[src/rtl/mxint_vector_cast_pkg.sv]
// Shared helpers for MXINT re-quantisation: shift-count width and exponent clamp bounds.
package mxint_cast_pkg;

  // Shift never exceeds MAN_WIDTH-1, so $clog2(MAN_WIDTH) bits hold it.
  function automatic int shift_w(int man_w);
    return (man_w > 1) ? $clog2(man_w) : 1;
  endfunction

  function automatic int width_w(int man_w);
    return $clog2(man_w + 1);
  endfunction

  function automatic int exp_max(int exp_w);
    return (1 << (exp_w - 1)) - 1;
  endfunction

  function automatic int exp_min(int exp_w);
    return -(1 << (exp_w - 1));
  endfunction

endpackage

[src/rtl/mxint_vector_cast_if.sv]
// MXINT block stream: BLOCK_SIZE mantissas sharing one exponent, valid/ready handshake.
interface mxint_vector_cast_if #(
  parameter int MAN_WIDTH  = 15,
  parameter int EXP_WIDTH  = 9,
  parameter int BLOCK_SIZE = 6
);
  logic [BLOCK_SIZE-1:0][MAN_WIDTH-1:0] mdata;
  logic [EXP_WIDTH-1:0]                 edata;
  logic                                 valid;
  logic                                 ready;

  modport master (output mdata, edata, valid, input  ready);
  modport slave  (input  mdata, edata, valid, output ready);
endinterface

[src/rtl/mxint_vector_cast_width.sv]
// Minimum signed width of each mantissa, reduced to the block maximum.
module mxint_block_width
  import mxint_cast_pkg::*;
#(
  parameter int MAN_WIDTH  = 15,
  parameter int BLOCK_SIZE = 6
) (
  input  logic [BLOCK_SIZE-1:0][MAN_WIDTH-1:0]   man,
  output logic [width_w(MAN_WIDTH)-1:0]          width
);
  localparam int WW = width_w(MAN_WIDTH);

  logic [BLOCK_SIZE-1:0][WW-1:0] lane_w;

  for (genvar i = 0; i < BLOCK_SIZE; i++) begin : g_lane
    logic [WW-1:0] sw;
    // Highest bit differing from the sign bit sets the width (+1 for sign).
    always_comb begin
      sw = WW'(1);
      for (int k = 0; k < MAN_WIDTH - 1; k++)
        if (man[i][k] != man[i][MAN_WIDTH-1]) sw = WW'(k + 2);
    end
    assign lane_w[i] = sw;
  end

  always_comb begin
    width = lane_w[0];
    for (int i = 1; i < BLOCK_SIZE; i++)
      if (lane_w[i] > width) width = lane_w[i];
  end
endmodule

[src/rtl/mxint_vector_cast.sv]
// Two-stage MXINT narrowing cast with valid/ready backpressure.
// MXINT_CAST_ROUND_EN selects round-half-up with saturation instead of truncation.
module mxint_vector_cast
  import mxint_cast_pkg::*;
#(
  parameter int IN_MAN_WIDTH  = 15,
  parameter int IN_EXP_WIDTH  = 9,
  parameter int OUT_MAN_WIDTH = 8,
  parameter int OUT_EXP_WIDTH = 8,
  parameter int BLOCK_SIZE    = 6
) (
  input logic                 clk,
  input logic                 rst,
  mxint_vector_cast_if.slave  data_in,
  mxint_vector_cast_if.master data_out
);
  localparam int SW      = shift_w(IN_MAN_WIDTH);
  localparam int WW      = width_w(IN_MAN_WIDTH);
  localparam int EXP_MAX = exp_max(OUT_EXP_WIDTH);
  localparam int EXP_MIN = exp_min(OUT_EXP_WIDTH);

  // Stage-1 payload; widths follow this instance's parameters.
  typedef struct packed {
    logic [BLOCK_SIZE-1:0][IN_MAN_WIDTH-1:0] man;
    logic [IN_EXP_WIDTH-1:0]                 exp;
    logic [SW-1:0]                           shift;
  } s1_payload_t;

  logic [2:1]                               vld_pipe;
  s1_payload_t                              s1_q, s1_nxt;
  logic [BLOCK_SIZE-1:0][OUT_MAN_WIDTH-1:0] man_q, man_nxt;
  logic [OUT_EXP_WIDTH-1:0]                 exp_q, exp_nxt;
  logic [WW-1:0]                            blk_w;
  logic signed [IN_EXP_WIDTH:0]             e_sum;
  logic                                     s2_ready, in_ready;

  assign s2_ready      = !vld_pipe[2] || data_out.ready;
  assign in_ready      = !vld_pipe[1] || s2_ready;
  assign data_in.ready = in_ready;

  mxint_block_width #(.MAN_WIDTH(IN_MAN_WIDTH), .BLOCK_SIZE(BLOCK_SIZE)) u_width (
    .man   (data_in.mdata),
    .width (blk_w)
  );

  always_comb begin
    s1_nxt.man   = data_in.mdata;
    s1_nxt.exp   = data_in.edata;
    s1_nxt.shift = (blk_w > WW'(OUT_MAN_WIDTH)) ? SW'(blk_w - WW'(OUT_MAN_WIDTH)) : '0;
  end

  for (genvar i = 0; i < BLOCK_SIZE; i++) begin : g_lane
    logic signed [IN_MAN_WIDTH-1:0] m;
    assign m = s1_q.man[i];
`ifdef MXINT_CAST_ROUND_EN
    localparam logic signed [IN_MAN_WIDTH:0] MAN_MAX = (IN_MAN_WIDTH+1)'((1 << (OUT_MAN_WIDTH - 1)) - 1);
    logic        [IN_MAN_WIDTH:0] bias;
    logic signed [IN_MAN_WIDTH:0] sum, rnd;
    // Extra bit keeps the half-LSB bias from wrapping the largest positive mantissa.
    assign bias       = (s1_q.shift == '0) ? '0 : (IN_MAN_WIDTH+1)'(1) << (s1_q.shift - SW'(1));
    assign sum        = $signed({m[IN_MAN_WIDTH-1], m}) + $signed(bias);
    assign rnd        = sum >>> s1_q.shift;
    assign man_nxt[i] = (rnd > MAN_MAX) ? OUT_MAN_WIDTH'(MAN_MAX) : OUT_MAN_WIDTH'(rnd);
`else
    assign man_nxt[i] = OUT_MAN_WIDTH'(m >>> s1_q.shift);
`endif
  end

  assign e_sum   = $signed({s1_q.exp[IN_EXP_WIDTH-1], s1_q.exp}) + $signed((IN_EXP_WIDTH+1)'(s1_q.shift));
  assign exp_nxt = (e_sum > EXP_MAX) ? OUT_EXP_WIDTH'(EXP_MAX) :
                   (e_sum < EXP_MIN) ? OUT_EXP_WIDTH'(EXP_MIN) : OUT_EXP_WIDTH'(e_sum);

  always_ff @(posedge clk) begin
    if (rst) begin
      vld_pipe <= '0;
      s1_q     <= '0;
      man_q    <= '0;
      exp_q    <= '0;
    end else begin
      if (in_ready) begin
        vld_pipe[1] <= data_in.valid;
        if (data_in.valid) s1_q <= s1_nxt;
      end
      if (s2_ready) begin
        vld_pipe[2] <= vld_pipe[1];
        if (vld_pipe[1]) begin
          man_q <= man_nxt;
          exp_q <= exp_nxt;
        end
      end
    end
  end

  assign data_out.mdata = man_q;
  assign data_out.edata = exp_q;
  assign data_out.valid = vld_pipe[2];
endmodule

[src/flat_wrapper.sv]
// flat-port wrapper written by rule: the top's interface ports become plain ports
module mxint_vector_cast_flat import mxint_cast_pkg::*;
#(
  parameter int IN_MAN_WIDTH  = 15,
  parameter int IN_EXP_WIDTH  = 9,
  parameter int OUT_MAN_WIDTH = 8,
  parameter int OUT_EXP_WIDTH = 8,
  parameter int BLOCK_SIZE    = 6
)
  (clk, rst, data_in_mdata, data_in_edata, data_in_valid, data_in_ready, data_out_mdata, data_out_edata, data_out_valid, data_out_ready);
  mxint_vector_cast_if #(.MAN_WIDTH(15), .EXP_WIDTH(9), .BLOCK_SIZE(BLOCK_SIZE)) data_in_i ();
  mxint_vector_cast_if #(.MAN_WIDTH(8), .EXP_WIDTH(8), .BLOCK_SIZE(BLOCK_SIZE)) data_out_i ();
  input logic clk;
  input logic rst;
  input wire logic [$bits(data_in_i.mdata)-1:0] data_in_mdata;
  input wire logic [$bits(data_in_i.edata)-1:0] data_in_edata;
  input wire logic [$bits(data_in_i.valid)-1:0] data_in_valid;
  output wire logic [$bits(data_in_i.ready)-1:0] data_in_ready;
  output wire logic [$bits(data_out_i.mdata)-1:0] data_out_mdata;
  output wire logic [$bits(data_out_i.edata)-1:0] data_out_edata;
  output wire logic [$bits(data_out_i.valid)-1:0] data_out_valid;
  input wire logic [$bits(data_out_i.ready)-1:0] data_out_ready;
  assign data_in_i.mdata = data_in_mdata;
  assign data_in_i.edata = data_in_edata;
  assign data_in_i.valid = data_in_valid;
  assign data_in_ready = data_in_i.ready;
  assign data_out_mdata = data_out_i.mdata;
  assign data_out_edata = data_out_i.edata;
  assign data_out_valid = data_out_i.valid;
  assign data_out_i.ready = data_out_ready;
  mxint_vector_cast #(.IN_MAN_WIDTH(IN_MAN_WIDTH), .IN_EXP_WIDTH(IN_EXP_WIDTH), .OUT_MAN_WIDTH(OUT_MAN_WIDTH), .OUT_EXP_WIDTH(OUT_EXP_WIDTH), .BLOCK_SIZE(BLOCK_SIZE)) u_core (.clk(clk), .rst(rst), .data_in(data_in_i), .data_out(data_out_i));
endmodule
[config.mk]
export PLATFORM = sky130hd
export DESIGN_NAME = mxint_vector_cast_flat
export DESIGN_NICKNAME = d
export VERILOG_FILES = /design/src/rtl/mxint_vector_cast_pkg.sv /design/src/rtl/mxint_vector_cast_if.sv /design/src/rtl/mxint_vector_cast_width.sv /design/src/rtl/mxint_vector_cast.sv /design/src/flat_wrapper.sv
export SDC_FILE = /design/constraint.sdc
export NUM_CORES = 1
export LEC_CHECK = 0
export BUFFER_PORTS_ARGS = -buffer_cell sky130_fd_sc_hd__clkbuf_2
export CAP_MARGIN = 10
export CORE_MARGIN = 10
export CORE_UTILIZATION = 45
export CTS_CLUSTER_DIAMETER = 200
export DETAILED_ROUTE_END_ITERATION = 8
export PLACE_DENSITY_LB_ADDON = 0.15
export SYNTH_ARGS = -nofsm -noshare
export SYNTH_HDL_FRONTEND = slang
export SYNTH_HIERARCHICAL = 1
export SYNTH_SLANG_ARGS = --single-unit
[constraint.sdc]
create_clock -name clk -period 12.45 [get_ports clk]
set_clock_uncertainty 0.1 [all_clocks]
set_input_delay 2.49 -clock clk [delete_from_list [all_inputs] [get_ports clk]]
set_output_delay 2.49 -clock clk [all_outputs]
set_load 0.02 [all_outputs]
==> flow_summary.json <==
{
  "outcome": "finished, final reports clean",
  "grtUsageMet1_pct": 32.4,
  "start_kind": "input pin",
  "die_h_microns": 178,
  "busiest_layer": "met1",
  "core_sq_um": 24500,
  "wl_per_cell_microns": 18.5,
  "crit_buf_inv": 3,
  "setup_viol": 0,
  "ys_ff_latch": 161,
  "synth-edff-count": 0,
  "fillers": 2372,
  "drc": 0,
  "power_density_nw_per_um2": 142,
  "grtUsageMet2_pct": 25.2,
  "diodes": 0,
  "gr-total-overflow": 0,
  "ctsHoldBuffers": 0,
  "final.period_utilization_pct": 85.1,
  "regArea_sq_um": 3230,
  "rsz0062_at_grt": "no",
  "drt-initial-drc-count": 1028,
  "synthesis.area_sq_um": 11300,
  "vias": 10177,
  "cts_resized": 0,
  "post_cts_buffers": 0,
  "gp_congestion": 0.884,
  "synth_nets": 1397,
  "max_freq_mhz": 94.4,
  "final_common_cell": "nand2_1",
  "relSlewSlack_pct": 28.4,
  "die_w_microns": 178,
  "path_clk_slew_ns": 0.06,
  "io_pins": 161,
  "finalHoldViolations": 0,
  "antenna_found_initial": 0,
  "synthArstFlopShare_pct": 0,
  "syn_area_per_cell_sq_um": 8.89,
  "cpMostUsedCell": "ha_1",
  "seq_area_frac_synth_pct": 28.6,
  "ant_nets": 0,
  "dp_hpwl_microns": 23900,
  "crit_type": "in2reg",
  "cp-end-kind": "flop",
  "p_leak_uw": 0.00498,
  "clock_tree.buffer_depth": 2,
  "grt_max_degree": 104,
  "cp_max_fo": 11,
  "cts_sinks": 161,
  "numCtsBuffers": 17,
  "critical_path_required_ns": 12.62,
  "htree_levels": 4,
  "first_global_vias": 9292,
  "ir_drop_uv": 82.3,
  "syn_inst": 1270,
  "cts_tree": "yes",
  "firstDrtPassIters": 5,
  "cpLargestDelayFamily": "compound AO/OA/AOI/OAI gates",
  "finalCriticalPeriod_ns": 10.59,
  "multi_input_area_sq_um": 7550,
  "drive_gt1_share_pct": 24.9,
  "start_util_pct": 46.0,
  "cpMaxStageDelayCell": "a41oi_1",
  "max_stage_delay_ns": 0.48,
  "layout_common_cells": "277 x nand2_1, 159 x clkbuf_2, 157 x dfxtp_1, 136 x a21oi_1, 108 x mux4_2",
  "rows": 57,
  "io_buffers": 160,
  "yosysWarnings": 6,
  "arrival_ns": 10.76,
  "cts_root_buf": "clkbuf_16",
  "grtUsageTotal_pct": 19.6,
  "avgViaCountPerCell": 5.96,
  "clk-insertion-delay-late_ns": 0.42,
  "fin_nets": 1498,
  "post-place-ws_ns": 1.52,
  "tightest_slew_ns": 1.07,
  "synthFlopType": "dfxtp_1",
  "areaGrowthSynthToFinish_pct": 13.2,
  "max_cap_violations": 0,
  "setup_ws_ns": 1.86,
  "min_path_type": "reg2reg",
  "grt_use_met3_pct": 3.30,
  "wl_microns": 31600,
  "drv_slew": 0,
  "grt_pass1_wl_microns": 51000,
  "synthDistinctLibCells": 78,
  "fin_setup_tns_ns": 0,
  "dieArea_sq_um": 31800
}
## layout make-up
cell class              count  share of cell area, %
well taps                 324                   3.17
repair buffers            167                   6.70
clock buffers              22                   3.48
flip-flops and latches    161                   25.3
multi-input cells         992                   59.1
clock inverters            10                   1.25
inverters                  32                  0.940
## cell usage after synthesis (all sizes together), types with 4 or more instances
cell | instances | area [sq um]
mux4 | 108 | 2430
dfxtp | 161 | 3220
mux2i | 8 | 87.6
mux2 | 20 | 225
a221oi | 4 | 35.0
o2bb2ai | 5 | 43.8
and3 | 7 | 43.8
nor3 | 20 | 100
ha | 23 | 288
a21oi | 137 | 689
buf | 25 | 180
or3 | 12 | 85.1
nand2 | 278 | 1040
o22ai | 8 | 56.3
nand4 | 6 | 37.5
nand2b | 14 | 87.6
a22o | 36 | 315
o31ai | 5 | 37.5
a211o | 5 | 43.8
a211oi | 17 | 128
a21boi | 4 | 30.0
a21o | 6 | 45.0
o21a | 8 | 60.1
nand3 | 38 | 190
a22oi | 6 | 45.0
or2 | 10 | 62.6
o211ai | 10 | 75.1
inv | 32 | 120
o21ai | 63 | 319
o311ai | 4 | 50.1
nor2b | 28 | 183
nor2 | 41 | 154
and2 | 7 | 43.8
clkbuf | 60 | 225
o21bai | 6 | 45.0
## kinds of logic after synthesis
group	Yosys count	synth area share [%]
compound gates	354	20.4
xor+xnor	5	0.388
fa+ha+maj	25	2.85
buf+inv	117	4.66
flops	161	28.6
mux	136	24.3
simple gates	472	18.8
## worst min-delay path, delay by kind of cell (launching register included)
kind	cells	cell delay (ns)
flip-flops	1	0.31
AO/OA/AOI/OAI	1	0.05
AND/OR/NAND/NOR	1	0.05
## metrics by stage
step	cells	total power, uW	cell area (sq um)	utilization (%)	hold slack, ns
CTS	1708	1820	12800	52.1	0.354
floorplan	1270	1130	11300	-	0.333
finish	1708	1810	12800	52.1	0.351
global route	1708	1930	12800	52.1	0.373
detailed placement	1676	1280	12200	49.6	0.345
global placement	1676	1270	12200	49.6	0.339
## per-layer routing
layer | up-vias | routed length (microns)
met3 | 16 | 2270
met4 | 0 | 235
met1 | 4841 | 16600
li1 | 4965 | -
met2 | 355 | 12600
met5 | - | 0
## sequential cells by signal, indices dropped and copies added, names as in the netlist
| signal | flops |
|---|---|
| u_core/vld_pipe | 2 |
| u_core/g_lane.m | 90 |
| u_core/s1_q | 13 |
| u_core/data_out.edata | 8 |
| u_core/data_out.mdata | 48 |
## path summary, 6_finish.rpt
check | startpoint | endpoint | slack, ns | depth (start not counted)
max | data_in_mdata[25] | u_core/s1_q[2] | 1.86 | 41
min | u_core/data_out.mdata[31] | u_core/data_out.mdata[31] | 0.35 | 2
max reg2reg | u_core/s1_q[0] | u_core/data_out.mdata[5] | 9.28 | 5
min reg2reg | u_core/data_out.mdata[31] | u_core/data_out.mdata[31] | 0.35 | 2
## power by group
part	switching (uW)	total [uW]	internal, uW	leakage (uW)
sequential	44.1	593	549	0.00132
combinational	361	680	319	0.00337
clock	203	539	335	0.000289
No activity file was read; power rests on OpenSTA's default activity.
